`src/rtl/cpu_core.sv`:
```
// cpu_core: minimal 8-bit 6502-subset CPU.
// It drives one 16-bit address / 8-bit data bus, and read data is combinational.
// Binary arithmetic only. There is no decimal mode, no interrupts and no stack.
module cpu_core #(
    parameter logic [15:0] RESET_VECTOR = 16'hFFFC
) (
    input  logic        i_Clk,
    input  logic        i_Reset,
    output logic [15:0] o_Addr,
    input  logic [7:0]  i_Data,
    output logic [7:0]  o_Data,
    output logic        o_We,
    output logic [7:0]  o_A,
    output logic [7:0]  o_X,
    output logic [15:0] o_PC,
    output logic [3:0]  o_Flags,
    output logic        o_Halted
);

    typedef enum logic [2:0] {
        VEC_LO, VEC_HI, FETCH, OP1, OP2, MEM, EXEC, HALT
    } state_t;

    localparam logic [7:0] OP_TAX     = 8'hAA;
    localparam logic [7:0] OP_INX     = 8'hE8;
    localparam logic [7:0] OP_CLC     = 8'h18;
    localparam logic [7:0] OP_SEC     = 8'h38;
    localparam logic [7:0] OP_STP     = 8'hDB;
    localparam logic [7:0] OP_LDA_IMM = 8'hA9;
    localparam logic [7:0] OP_LDX_IMM = 8'hA2;
    localparam logic [7:0] OP_ADC_IMM = 8'h69;
    localparam logic [7:0] OP_BNE     = 8'hD0;
    localparam logic [7:0] OP_BEQ     = 8'hF0;
    localparam logic [7:0] OP_JMP     = 8'h4C;
    localparam logic [7:0] OP_LDA_ABS = 8'hAD;
    localparam logic [7:0] OP_STA_ABS = 8'h8D;

    state_t      state, state_next;
    logic [7:0]  a, x, ir, lo, hi;
    logic [15:0] pc;
    logic        flag_n, flag_v, flag_z, flag_c;
    logic [8:0]  sum;
    logic [7:0]  x_inc;
    logic [15:0] branch_target;
    logic        branch_taken;

    // Returns 1 for opcodes that carry an operand byte. Unknown opcodes are 1-byte NOPs.
    function automatic logic has_operand(input logic [7:0] op);
        case (op)
            OP_LDA_IMM, OP_LDX_IMM, OP_ADC_IMM, OP_BNE, OP_BEQ,
            OP_JMP, OP_LDA_ABS, OP_STA_ABS: has_operand = 1'b1;
            default:                        has_operand = 1'b0;
        endcase
    endfunction

    assign sum           = {1'b0, a} + {1'b0, i_Data} + {8'd0, flag_c};
    assign x_inc         = x + 8'd1;
    // In OP1, pc already points at the operand byte.
    // The branch offset is relative to the byte that follows the operand.
    assign branch_target = pc + 16'd1 + {{8{i_Data[7]}}, i_Data};
    assign branch_taken  = ((ir == OP_BNE) && !flag_z) || ((ir == OP_BEQ) && flag_z);

    assign o_A      = a;
    assign o_X      = x;
    assign o_PC     = pc;
    assign o_Flags  = {flag_n, flag_v, flag_z, flag_c};
    assign o_Halted = (state == HALT);

    // State register. Reset restarts the reset-vector fetch.
    always_ff @(posedge i_Clk or posedge i_Reset) begin
        if (i_Reset) state <= VEC_LO;
        else         state <= state_next;
    end

    // Next-state decode and bus outputs. A write is only driven in the STA memory cycle.
    always_comb begin
        state_next = state;
        o_Addr     = pc;
        o_We       = 1'b0;
        o_Data     = '0;
        case (state)
            VEC_LO: begin
                o_Addr     = RESET_VECTOR;
                state_next = VEC_HI;
            end
            VEC_HI: begin
                o_Addr     = RESET_VECTOR + 16'd1;
                state_next = FETCH;
            end
            FETCH: state_next = has_operand(i_Data) ? OP1 : EXEC;
            OP1: begin
                case (ir)
                    OP_JMP, OP_LDA_ABS, OP_STA_ABS: state_next = OP2;
                    default:                        state_next = FETCH;
                endcase
            end
            OP2: state_next = (ir == OP_JMP) ? FETCH : MEM;
            MEM: begin
                o_Addr     = {hi, lo};
                state_next = FETCH;
                if (ir == OP_STA_ABS) begin
                    o_We   = 1'b1;
                    o_Data = a;
                end
            end
            EXEC: state_next = (ir == OP_STP) ? HALT : FETCH;
            HALT: state_next = HALT;
        endcase
    end

    // Architectural registers and operand latches.
    always_ff @(posedge i_Clk or posedge i_Reset) begin
        if (i_Reset) begin
            a      <= '0;
            x      <= '0;
            pc     <= '0;
            ir     <= '0;
            lo     <= '0;
            hi     <= '0;
            flag_n <= 1'b0;
            flag_v <= 1'b0;
            flag_z <= 1'b0;
            flag_c <= 1'b0;
        end else begin
            case (state)
                VEC_LO: pc[7:0]  <= i_Data;
                VEC_HI: pc[15:8] <= i_Data;
                FETCH: begin
                    ir <= i_Data;
                    pc <= pc + 16'd1;
                end
                OP1: begin
                    pc <= pc + 16'd1;
                    case (ir)
                        OP_LDA_IMM: begin
                            a      <= i_Data;
                            flag_n <= i_Data[7];
                            flag_z <= (i_Data == 8'd0);
                        end
                        OP_LDX_IMM: begin
                            x      <= i_Data;
                            flag_n <= i_Data[7];
                            flag_z <= (i_Data == 8'd0);
                        end
                        OP_ADC_IMM: begin
                            a      <= sum[7:0];
                            flag_c <= sum[8];
                            flag_v <= (a[7] == i_Data[7]) && (sum[7] != a[7]);
                            flag_n <= sum[7];
                            flag_z <= (sum[7:0] == 8'd0);
                        end
                        OP_BNE, OP_BEQ: begin
                            if (branch_taken) pc <= branch_target;
                        end
                        OP_JMP, OP_LDA_ABS, OP_STA_ABS: lo <= i_Data;
                        default: ;
                    endcase
                end
                OP2: begin
                    if (ir == OP_JMP) begin
                        pc <= {i_Data, lo};
                    end else begin
                        hi <= i_Data;
                        pc <= pc + 16'd1;
                    end
                end
                MEM: begin
                    if (ir == OP_LDA_ABS) begin
                        a      <= i_Data;
                        flag_n <= i_Data[7];
                        flag_z <= (i_Data == 8'd0);
                    end
                end
                EXEC: begin
                    case (ir)
                        OP_TAX: begin
                            x      <= a;
                            flag_n <= a[7];
                            flag_z <= (a == 8'd0);
                        end
                        OP_INX: begin
                            x      <= x_inc;
                            flag_n <= x_inc[7];
                            flag_z <= (x_inc == 8'd0);
                        end
                        OP_CLC:  flag_c <= 1'b0;
                        OP_SEC:  flag_c <= 1'b1;
                        default: ;
                    endcase
                end
                default: ;
            endcase
        end
    end

endmodule

```
`config.mk`:
```
export PLATFORM = sky130hd
export DESIGN_NAME = cpu_core
export DESIGN_NICKNAME = d
export VERILOG_FILES = /design/src/rtl/cpu_core.sv
export SDC_FILE = /design/constraint.sdc
export NUM_CORES = 1
export LEC_CHECK = 0
export BUFFER_PORTS_ARGS = -buffer_cell sky130_fd_sc_hd__buf_2
export CAP_MARGIN = 0
export CORE_ASPECT_RATIO = 1.1
export CORE_MARGIN = 2
export CORE_UTILIZATION = 45
export CTS_CLUSTER_SIZE = 10
export DETAILED_ROUTE_END_ITERATION = 8
export GPL_TIMING_DRIVEN = 0
export PLACE_DENSITY_LB_ADDON = 0.12
export SYNTH_ARGS = -nofsm -noshare
export SYNTH_HDL_FRONTEND = slang
export SYNTH_SLANG_ARGS = --single-unit
```
`constraint.sdc`:
```
create_clock -name i_Clk -period 3.2 [get_ports i_Clk]
set_input_delay 0.64 -clock i_Clk [delete_from_list [all_inputs] [get_ports i_Clk]]
set_output_delay 0.64 -clock i_Clk [all_outputs]
set_load 0.005 [all_outputs]
```
==> impl_metrics.csv <==
group,metric,value,unit
global_route,antenna_found_initial,0,
sta,grt_setup_unrepaired,"true",
global_route,grtUsageTotal,27.8,%
die,die_x,107,um
clock_tree,cts.sinks,63,
sta,layout_setup_ws,0.138,ns
place,portBuffers,71,
clock_tree,cts_root_buffer,"clkbuf_16",
synth,ys_ff_latch,63,
sta,hold_viol,0,
sta,timing.final.crit_period,3.06,ns
synth,syn_nets,680,
detailed_routing,drc_errors,0,
setup_path,reg2reg_from,"o_PC[2]",
cells_and_area,diodes,0,
outcome,status,"finished clean",
sta,fin_crit_sh,95.7,%
cells_and_area,layout.nets,762,
detailed_routing,drt-initial-drc-count,274,
global_route,grt_max_degree,37,
die,die_area,12600,sq um
clock_tree,cts_buffers,9,
setup_path,startpoint_type,"flop",
synth,synth_ff_type,"dfrtp_1",
cells_and_area,final_cell_area,6170,sq um
power,powerDensity,975,nW/um^2
setup_path,critPathLaunch,"o_PC[2]",
synth,synth-async-reset-ratio,100,%
run,maxCapViolCount,0,
synth,syn_area,5250,sq um
clock_tree,clk_pin_slew_worst_paths,0.06,ns
clock_tree,clk_path_buf_depth,2,
place,dp_hpwl,12.5,mm
detailed_routing,routedWlPerCell,19.5,um
clock_tree,htree_levels,3,
setup_path,path_class,"flop to flop",
detailed_routing,vias_per_cell,6.03,
synth,synth_edf_count,0,
synth,ys_warn_count,0,
setup_path,cp_max_fo,11,
die,die_h,117,um
setup_path,worst_setup_path_end_kind,"flop",
synth,ys_types,60,
place,gp_congestion,0.961,
cells_and_area,final_common_cell,"buf_2",
synth,avgSynthCellArea,8.22,sq um
detailed_routing,antenna_left,0,
power,leakage,2.73,nW
die,io_pins,72,
die,initial_utilization,45.9,%
clock_tree,tritoncts,"yes",
synth,postSynthCellCount,639,
global_route,grt_pass1_wl,27.2,mm
place,dpl_cell_area,5810,sq um
clock_tree,clock_latency,0.34,ns
cells_and_area,area_growth,17.5,%
sta,worst_pin_slew,0.898,ns
synth,yosysSeqAreaShare,30.0,%
detailed_routing,routed_wirelength,17.1,mm
global_route,overflow,0,
setup_path,worstPathArrival,3.27,ns
cells_and_area,drive_gt1_share,19.6,%
hold_path,min_path_type,"input pin to async pin",
die,row_count,41,
detailed_routing,drtPass1Iterations,5,
global_route,grt_pass1_vias,5192,
power,max-vdd-ir-drop,0.000384,V
detailed_routing,vias,5283,
sta,tns,0,ns
clock_tree,holdBufCountCts,0,
cells_and_area,layout.cells.most_common_list,"buf_2 (72), nor2_1 (62), nand2_1 (58), dfrtp_1 (58), a21oi_1 (53)",
die,core,11400,sq um
sta,setup_viol,0,
place,place_ws,-0.418,ns
sta,final_max_slew_viol_count,0,
sta,slew_headroom,39.7,%
sta,skew,0.00801,ns
setup_path,cp.required,3.40,ns
sta,fmax,327,MHz
flip-flops by register name (all words and copies together) (netlist names):
signal	cells
lo	8
o_PC	16
flag_v	1
ir	8
flag_n	1
o_A	8
flag_z	1
state	3
flag_c	1
o_X	8
hi	8
area by class of cell:
type                            count  area [sq um]
Tap cell                          150           188
Multi-Input combinational cell    526          3510
Clock buffer                       11           243
Clock inverter                      5          57.6
Buffer                             35           151
Fill cell                        1098          5270
Sequential cell                    63          1580
Timing Repair Buffer               74           390
Inverter                           12          45.0
logic make-up after synthesis:
group                      Yosys count  synth area share, %
DFF                                 63                 30.0
AOI/OAI and AO/OA                  185                 22.4
and+or+nand+nor                    235                 21.9
adders and majority gates           31                 7.82
xor gates and xnor gates            39                 6.50
muxes                               36                 7.51
buffers and inverters               50                 3.88
worst paths after layout:
kind	slack, ns	endpoint	depth (start not counted)
min reg2reg	0.51	hi[0]	1
max in group asynchronous	2.07	o_PC[3]	3
max reg2reg	0.14	o_PC[14]	12
max	0.14	o_PC[14]	12
min in group i_Clk	0.51	hi[0]	1
min	0.47	hi[7]	2
critical path, cell delays in order, from the launching register on:
cell and delay, ns:
dfrtp_2 0.50, and3_1 0.19, clkbuf_2 0.20, nand3_1 0.11, xnor2_1 0.26, ha_1 0.32, a21o_1 0.18, nand2b_1 0.14
o21ai_1 0.26, a21oi_1 0.11, or4_1 0.41, o311ai_1 0.11, nand3_1 0.14
repair_timing:
item                                    CTS  global route
endpoints found under the setup margin   25            22
gates resized for setup                   6            16
buffers inserted                          0             2
pin swaps                                 0             1
cells in the mapped netlist, drive strengths merged, types with 5 or more instances:
cell	n	area, sq um
mux2	27	304
clkbuf	32	120
nand3b	5	37.5
nor2	64	240
inv	11	41.3
o21ai	46	230
nor2b	6	37.5
or4	5	37.5
a31oi	7	43.8
and2	13	81.3
xor2	13	114
nand2	59	221
nand4	7	43.8
and3	7	43.8
a211oi	11	82.6
nand2b	10	62.6
a21oi	54	270
nand3	21	105
dfrtp	63	1580
nor3	19	95.1
xnor2	26	228
o22ai	7	43.8
a21o	10	75.1
nor4	6	37.5
ha	28	350
buf	6	38.8
o22a	14	123
a221oi	8	70.1
mux2i	9	90.1
metal layers:
metal | wire (um) | GRT usage, % | up-vias
met5 | 0 | 0 | -
met4 | 805 | 14.9 | 0
met3 | 848 | 3.22 | 46
met2 | 8350 | 46.1 | 191
met1 | 7050 | 35.2 | 2543
li1 | - | - | 2503
power by group:
part	switching, mW	leakage [nW]	internal [mW]	total, mW
clock	0.386	0.138	0.623	1.01
combinational	1.89	1.83	1.51	3.40
sequential	0.502	0.762	1.10	1.60
total	2.78	2.73	3.23	6.02
metrics by stage:
step	util (%)	power, mW	hold WS [ns]	cells
after floorplan	-	3.87	0.450	639
after global placement	50.7	4.83	0.490	860
after detailed placement	50.8	4.89	0.498	861
after CTS	53.5	5.94	0.491	875
after global routing	53.9	6.51	0.525	876
final	53.9	6.02	0.471	876
No activity file was read; power rests on OpenSTA's default activity.
